**config.mk**
```make
export PLATFORM = sky130hd
export DESIGN_NAME = memctrl_line
export DESIGN_NICKNAME = d
export VERILOG_FILES = /design/src/rtl/memctrl_line.sv
export SDC_FILE = /design/constraint.sdc
export NUM_CORES = 1
export LEC_CHECK = 0
export ABC_AREA = 1
export BUFFER_PORTS_ARGS = -buffer_cell sky130_fd_sc_hd__buf_2
export CAP_MARGIN = 20
export CORE_MARGIN = 10
export CORE_UTILIZATION = 35
export DETAILED_ROUTE_END_ITERATION = 12
export GPL_ROUTABILITY_DRIVEN = 0
export HOLD_SLACK_MARGIN = 0.03
export PLACE_DENSITY = 0.58
export SLEW_MARGIN = 20
export SYNTH_ARGS = -nofsm -noshare
export SYNTH_HDL_FRONTEND = slang
export SYNTH_SLANG_ARGS = --single-unit
```
**constraint.sdc**
```tcl
create_clock -name clk -period 7.74 [get_ports clk]
set_input_delay 0.387 -clock clk [delete_from_list [all_inputs] [get_ports clk]]
set_output_delay 0.387 -clock clk [all_outputs]
set_load 0.1 [all_outputs]
```
**src/rtl/memctrl_line.sv**
```systemverilog
// Byte-serial RAM bus controller arbitrating an instruction line fetch port and a
// 1/2/4-byte data load/store port; data requests take priority over fetches.
module memctrl_line #(
   parameter int ADDR_W     = 32,
   parameter int LINE_BYTES = 4,
   parameter int CNT_W      = 6
) (
   input  logic                    clk,
   input  logic                    rst,
   input  logic                    rdy,
   input  logic                    io_buffer_full,
   input  logic                    flush,
   input  logic [7:0]              mem_din,
   output logic [7:0]              mem_dout,
   output logic [ADDR_W-1:0]       mem_a,
   output logic                    mem_wr,
   input  logic                    if_req,
   input  logic [ADDR_W-1:0]       if_addr,
   output logic                    if_done,
   output logic [8*LINE_BYTES-1:0] if_line,
   input  logic                    dc_req,
   input  logic                    dc_we,
   input  logic [2:0]              dc_len,
   input  logic                    dc_sext,
   input  logic [ADDR_W-1:0]       dc_addr,
   input  logic [31:0]             dc_wdata,
   output logic                    dc_done,
   output logic [31:0]             dc_rdata
);

   typedef enum logic [2:0] {IDLE, IF_RD, DC_RD, DC_WR, DONE} state_t;

   state_t                  state, state_n;
   logic [CNT_W-1:0]        cnt, cnt_n, len, len_n, prev;
   logic [ADDR_W-1:0]       base, base_n, mem_a_n, cur_a, prev_a;
   logic [8*LINE_BYTES-1:0] line_buf, line_buf_n, cap, if_line_n;
   logic                    reissue, reissue_n;
   logic [7:0]              mem_dout_n;
   logic                    mem_wr_n, if_done_n, dc_done_n;
   logic [31:0]             dc_rdata_n, load_val;
   logic                    io_block, io_block_prev;

   assign prev          = cnt - CNT_W'(1);
   assign cur_a         = base + ADDR_W'(cnt);
   assign prev_a        = base + ADDR_W'(prev);
   assign io_block      = (cur_a[17:16] == 2'b11) && io_buffer_full;
   assign io_block_prev = (prev_a[17:16] == 2'b11) && io_buffer_full;

   // cnt counts bytes already addressed, so the byte arriving now is cnt-1
   always_comb begin
      cap = line_buf;
      for (int unsigned i = 0; i < LINE_BYTES; i++) begin
         if (CNT_W'(i) == prev) cap[8*i +: 8] = mem_din;
      end
   end

   always_comb begin
      load_val = cap[31:0];
      if (len == CNT_W'(1))
         load_val = {{24{dc_sext & cap[7]}}, cap[7:0]};
      else if (len == CNT_W'(2))
         load_val = {{16{dc_sext & cap[15]}}, cap[15:0]};
   end

   always_comb begin
      state_n    = state;
      cnt_n      = cnt;
      len_n      = len;
      base_n     = base;
      line_buf_n = line_buf;
      reissue_n  = reissue;
      mem_a_n    = mem_a;
      mem_dout_n = mem_dout;
      mem_wr_n   = 1'b0;
      if_done_n  = 1'b0;
      dc_done_n  = 1'b0;
      if_line_n  = if_line;
      dc_rdata_n = dc_rdata;

      if (!rdy) begin
         // frozen: the byte on the bus must be presented again once rdy returns
         if_done_n = if_done;
         dc_done_n = dc_done;
         if ((state == IF_RD || state == DC_RD || state == DC_WR) && cnt != '0)
            reissue_n = 1'b1;
      end else begin
         case (state)
            IDLE: begin
               if (dc_req) begin
                  base_n  = dc_addr;
                  cnt_n   = '0;
                  len_n   = (dc_len == 3'd1) ? CNT_W'(1) :
                            (dc_len == 3'd2) ? CNT_W'(2) : CNT_W'(4);
                  state_n = dc_we ? DC_WR : DC_RD;
               end else if (if_req && !flush) begin
                  base_n  = if_addr;
                  cnt_n   = '0;
                  len_n   = CNT_W'(LINE_BYTES);
                  state_n = IF_RD;
               end
            end
            IF_RD, DC_RD: begin
               if (state == IF_RD && flush) begin
                  state_n   = IDLE;
                  cnt_n     = '0;
                  reissue_n = 1'b0;
               end else if (reissue) begin
                  mem_a_n   = prev_a;
                  reissue_n = 1'b0;
               end else begin
                  if (cnt != '0) line_buf_n = cap;
                  if (cnt == len) begin
                     state_n = DONE;
                     cnt_n   = '0;
                     if (state == IF_RD) begin
                        if_done_n = 1'b1;
                        if_line_n = cap;
                     end else begin
                        dc_done_n  = 1'b1;
                        dc_rdata_n = load_val;
                     end
                  end else begin
                     mem_a_n = cur_a;
                     cnt_n   = cnt + CNT_W'(1);
                  end
               end
            end
            DC_WR: begin
               if (reissue) begin
                  if (!io_block_prev) begin
                     mem_a_n    = prev_a;
                     mem_dout_n = dc_wdata[{prev[1:0], 3'b000} +: 8];
                     mem_wr_n   = 1'b1;
                     reissue_n  = 1'b0;
                  end
               end else if (cnt == len) begin
                  dc_done_n = 1'b1;
                  state_n   = DONE;
                  cnt_n     = '0;
               end else if (!io_block) begin
                  mem_a_n    = cur_a;
                  mem_dout_n = dc_wdata[{cnt[1:0], 3'b000} +: 8];
                  mem_wr_n   = 1'b1;
                  cnt_n      = cnt + CNT_W'(1);
               end
            end
            DONE:    state_n = IDLE;
            default: state_n = IDLE;
         endcase
      end
   end

   always_ff @(posedge clk) begin
      if (rst) begin
         state    <= IDLE;
         cnt      <= '0;
         len      <= '0;
         base     <= '0;
         line_buf <= '0;
         reissue  <= 1'b0;
         mem_a    <= '0;
         mem_dout <= '0;
         mem_wr   <= 1'b0;
         if_done  <= 1'b0;
         dc_done  <= 1'b0;
         if_line  <= '0;
         dc_rdata <= '0;
      end else begin
         state    <= state_n;
         cnt      <= cnt_n;
         len      <= len_n;
         base     <= base_n;
         line_buf <= line_buf_n;
         reissue  <= reissue_n;
         mem_a    <= mem_a_n;
         mem_dout <= mem_dout_n;
         mem_wr   <= mem_wr_n;
         if_done  <= if_done_n;
         dc_done  <= dc_done_n;
         if_line  <= if_line_n;
         dc_rdata <= dc_rdata_n;
      end
   end

endmodule

```
## Yosys cells after proc, flatten, opt, wreduce, memory -nomap -nowiden

Index checks and enable logic that the tools add are counted.

- Logic and storage cells: 139
- Bits of input ports: 116
- Bits in registers: 187
- Output and inout port bits: 107

- Muxes and demuxes: 61
- Bitwise gates (word level): 7
- Equal/unequal tests: 26
- Shift-type cells: 2
- $add $sub $neg: 4
- Reduce and logical (&&, ||, !) cells: 26

Operator list:

| operator | number |
|---|---|
| $mux 32 | 11 |
| $add 32x6->32 | 2 |
| $mux 8 | 8 |
| $pmux 32 s2 | 1 |
| $shiftx 32x6->8 | 2 |
| $mux 6 | 10 |
| $mux 3 | 7 |
| $mux 1 | 20 |
| $ne 3x3->1 const B | 6 |
| $pmux 6 s3 | 1 |
| $reduce_and 6->1 | 3 |
| $eq 2x6->1 const A | 2 |
| $ne 2x2->1 const B | 5 |
| $reduce_and 5->1 | 2 |
| $eq 3x2->1 const B | 3 |
| $pmux 3 s3 | 1 |
| $reduce_and 7->1 | 1 |
| $add 6x1->6 const B | 1 |
| $eq 1x6->1 const A | 1 |
| $eq 3x1->1 const B | 2 |
| $eq 6x1->1 const B | 1 |
| $eq 6x2->1 const B | 1 |
| $eq 6x6->1 | 1 |
| $logic_not 6->1 | 1 |
| other kinds (18) | 33 |

## Longest topological paths before layout

- Depth after elaboration: 8
- Mapped depth: 21

## Worst setup path before layout

OpenSTA, ideal clock, no wires.

- Kind: flip-flop to flip-flop
- From: register cnt[0]
- To: register mem_a[5]
- Setup time: 113 ps
- Path slack: 4,915 ps
- Cell stages (with the launch flop): 19
- Buffers on the path: 1
- Arrival time: 2,712 ps
- Cells stage by stage: dfxtp_1 -> inv_1 -> ha_1 -> nand2_1 -> xor2_2 -> inv_1 -> ha_1 -> nand2_1 -> nor2_1 -> nand3_1 -> nand3_1 -> nand2_1 -> nand2_1 -> nand2_1 -> nand3_2 -> nand3_4 -> buf_4 -> nor2_1 -> nor2_1

- Word-level cells in the longest chain between the ends: 6
- Elaborated cells between the ends (all ways): 21
- Classes of those cells: add/sub (3); eq/ne (7); mux (8); reduce/logical (3)

Ends and longest elaborated chain:

| what | RTL line | RTL |
|---|---|---|
| from (decl) | 34 | `logic [CNT_W-1:0] cnt, cnt_n, len, len_n, prev;` |
| from (signal assigned) | 170 | `cnt <= cnt_n;` |
| $sub 6x1->6 | 43 | `assign prev = cnt - CNT_W'(1);` |
| $add 32x6->32 | 45 | `assign prev_a = base + ADDR_W'(prev);` |
| $eq 2x2->1 | 47 | `assign io_block_prev = (prev_a[17:16] == 2'b11) && io_buffer_full;` |
| $logic_and 1x1->1 | 47 |  |
| $ne 3x3->1 (no source line) | -- |  |
| $reduce_and 7->1 (no source line) | -- |  |
| to (signal assigned) | 175 | `mem_a <= mem_a_n;` |
| to (decl) | 15 | `output logic [ADDR_W-1:0] mem_a,` |

Parallel ways exist; a longest one is shown, timed or not. The select of a mux whose other input is x is not followed.
A chain may end at the register's enable or synchronous reset.

## Final worst setup path

Same ends and word-level chain as after synthesis.

==> results.md <==
* Final Max Tran Viols at 0
* Clk_lat worst skew at 0.45 ns
* Yosys warns at 0
* Wire per inst at 15.40 µm
* Worst rel slew slack at 0.4103
* CP max stage delay at 0.57 ns
* Top cells by area, synth: dfxtp_1 35%, nand2_1 16%, inv_1 7.4%, o21ai_0 6.7%, nor2_1 6.0%
* Layout cells sized above 1 at 0.1868
* RSZ-0062 raised after global routing: false
* Worst Setup Slack post-DPL at 3.990 ns
* # IOs at 223
* Delay-heaviest family, CP: simple AND/OR/NAND/NOR gates
* Final hold violation count at 0
* Post-Route Skew at about 0.02 ns
* Post-Synthesis Net Count at roughly 1800
* Worst EP required at 8.07 ns
* Worst path bufs/invs at 2
* Count leader, synth: nand2_1
* Crit path DAT at 4.15 ns
* Post-synth EDFFs at 0
* CORE AREA at roughly 30000 µm²
* Die width at around 190 µm
* Metal3 WL at roughly 2.0 mm
* Top cell type's share of synthesized area at 0.3510
* Total die area at 37310 µm²
* Vias per inst at about 4.8
* Hold WC Path Type: in -> reg
* Final setup margin at 3.918 ns
* Crit-path slowest cell: dfxtp_1
* Final Setup Violations at 0
* Placed Cells at 2156
* PortBufs at about 220
* Fin crit share at 0.4937
* First-pass GRT wire length at 52.65 mm
* Final ANT Viol Nets at 0
* Drt first pass iters at 5
* Peak VDD IR at 151.4 µV
* Prevailing post-synth register cell: dfxtp_1
* Status: finished, final reports clean
* Via Count at 10610
* Least-Margin Pin Slew at 0.8786 ns
* Cell variety after synth at 46
* Worst-path clk slew at 0.09 ns
* CTS tree: built
* Met1 wire length at ~15 mm
* Post-synth ARST share at 0
* Pin count of the biggest net entering global routing at 82
* Post-route insts no fill at 2192
* Synth area leader: dfxtp_1
* Clock Sinks at 184
* Cell area power density at 250.0 nW/µm²
* Leakage at 6.229 nW
* Metal2 WL at roughly 16 mm
* Area grow syn2layout at 18.59%
* DR iter-0 viols at 628
* Gr ovfl total at 0
* GRT Overall Usage at 0.1754
* FMAX at 261.7 MHz
* Antenna violations before repair at 3
* Final TNS setup at 0 ns
* FF+latch count, synth at 184
* CTS Hold Bufs at 0
* Vias in the first global route at 9878
* CTS H-Tree Depth at 4
* Clock Tree Root: clkbuf_16
* Setup Fix Bufs, Post-CTS at 0
* Critical Path Fanout Max at 45
* Setup CP Type: reg -> reg
* Fin crit period at 3.822 ns
* Initial core utilization at 0.3541
* Max Used Layer: met4
* Row count at 63
* Syn_area_per_cell at 6.506 µm²
* Register area share after synthesis at 0.3510
* WL final at 33.77 mm
* Startpoint Class: flop
* Crit end category: flop
* Max-capacitance violation count at 0
* Post-layout power at 3.111 mW
* Post-CTS Resized at 0
* Max Root-Sink Buffers at 2
* Post-synthesis cell count at between 1500 and 2000
* DR DRC count at 0
* Final net count at about 1900
* Most frequent CP cell: nand2_1
* TritonCTS Buffers at 17
* DIE HEIGHT at 193.2 µm
* Critical path, cell by cell: inv_1, ha_1, nand2_1, xor2_2, inv_1, ha_1, nand2_1, nor2_1, nand3_1, nand3_1, nand3_1, nand2_1, nand3_2, nand3_4, nand2_1, nand2_1, nor2_1
* Post-synthesis cell area at 10490 µm²
* Detailed Place HPWL at 25.24 mm
* Synth top cells by count: 451 x nand2_1, 208 x inv_1, 184 x dfxtp_1
## worst min-delay path: cells and delay by family
family | cells | cell delay (ns)
AND/OR/NAND/NOR | 1 | 0.05
buffers and inverters | 1 | 0.09
AO/OA/AOI/OAI | 1 | 0.07
## layer usage
layer / up-vias / GRT usage
met2: 262 / 0.2884
met5: - / 0
met1: 4804 / 0.2277
li1: 5509 / -
met3: 39 / 0.03777
met4: 0 / 0.04734
## cell families after synthesis
logic type,share of synthesized area
and+or+nand+nor,0.3234
AOI/OAI and AO/OA,0.1608
buffers and inverters,0.1151
DFF,0.3510
xor gates and xnor gates,0.02325
adders and majority gates,0.02647
## sequential cells by signal (all words and copies together) (netlist names)
signal,cells
base,32
dc_rdata,32
if_line,32
line_buf,32
mem_a,32
mem_dout,8
cnt,6
len,3
state,3
dc_done,1
if_done,1
mem_wr,1
reissue,1
## cell usage in the layout, fill, tap and decap left out, types with 26 or more instances in the layout
cell,netlist,layout
a31oi_1,35,35
nand2_1,451,451
dfxtp_1,184,184
nor2_1,168,167
o21ai_1,26,26
nand4_1,34,34
buf_2,14,222
inv_1,208,207
o21ai_0,141,141
a21oi_1,55,55
nand3_1,68,68
## per-stage QoR
step	cell area [µm²]	hold WS, ns	utilization
after floorplan	10490	0.4827	-
after global placement	11760	0.4494	0.3968
after detailed placement	11760	0.4566	0.3968
after CTS	12420	0.1909	0.4189
after global routing	12440	0.2044	0.4197
final	12440	0.1986	0.4199
## power by group
group          total (mW)  leakage (nW)  switching [mW]  internal, mW
sequential           1.11          1.49          0.0824          1.02
combinational        1.03          4.42           0.775         0.259
clock               0.970         0.317           0.505         0.466
## area by class of cell
| class | count | area, µm² |
|---|---|---|
| Fill cell | 3190 | 17190 |
| Multi-Input combinational cell | 1136 | 5610 |
| Sequential cell | 184 | 3684 |
| Timing Repair Buffer | 229 | 1176 |
| Inverter | 218 | 823.3 |
| Tap cell | 390 | 488.0 |
| Clock buffer | 17 | 425.4 |
| Clock inverter | 15 | 230.2 |
| Antenna cell | 3 | 7.507 |
## final timing paths
kind / from / end / slack [ns] / cells past startpoint
max: cnt[0] / mem_a[5] / 3.92 / 17
min: if_addr[24] / base[24] / 0.20 / 3
max reg2reg: cnt[0] / mem_a[5] / 3.92 / 17
min reg2reg: mem_dout[0] / mem_dout[0] / 0.46 / 2
Power figures use the tool's default switching activity.
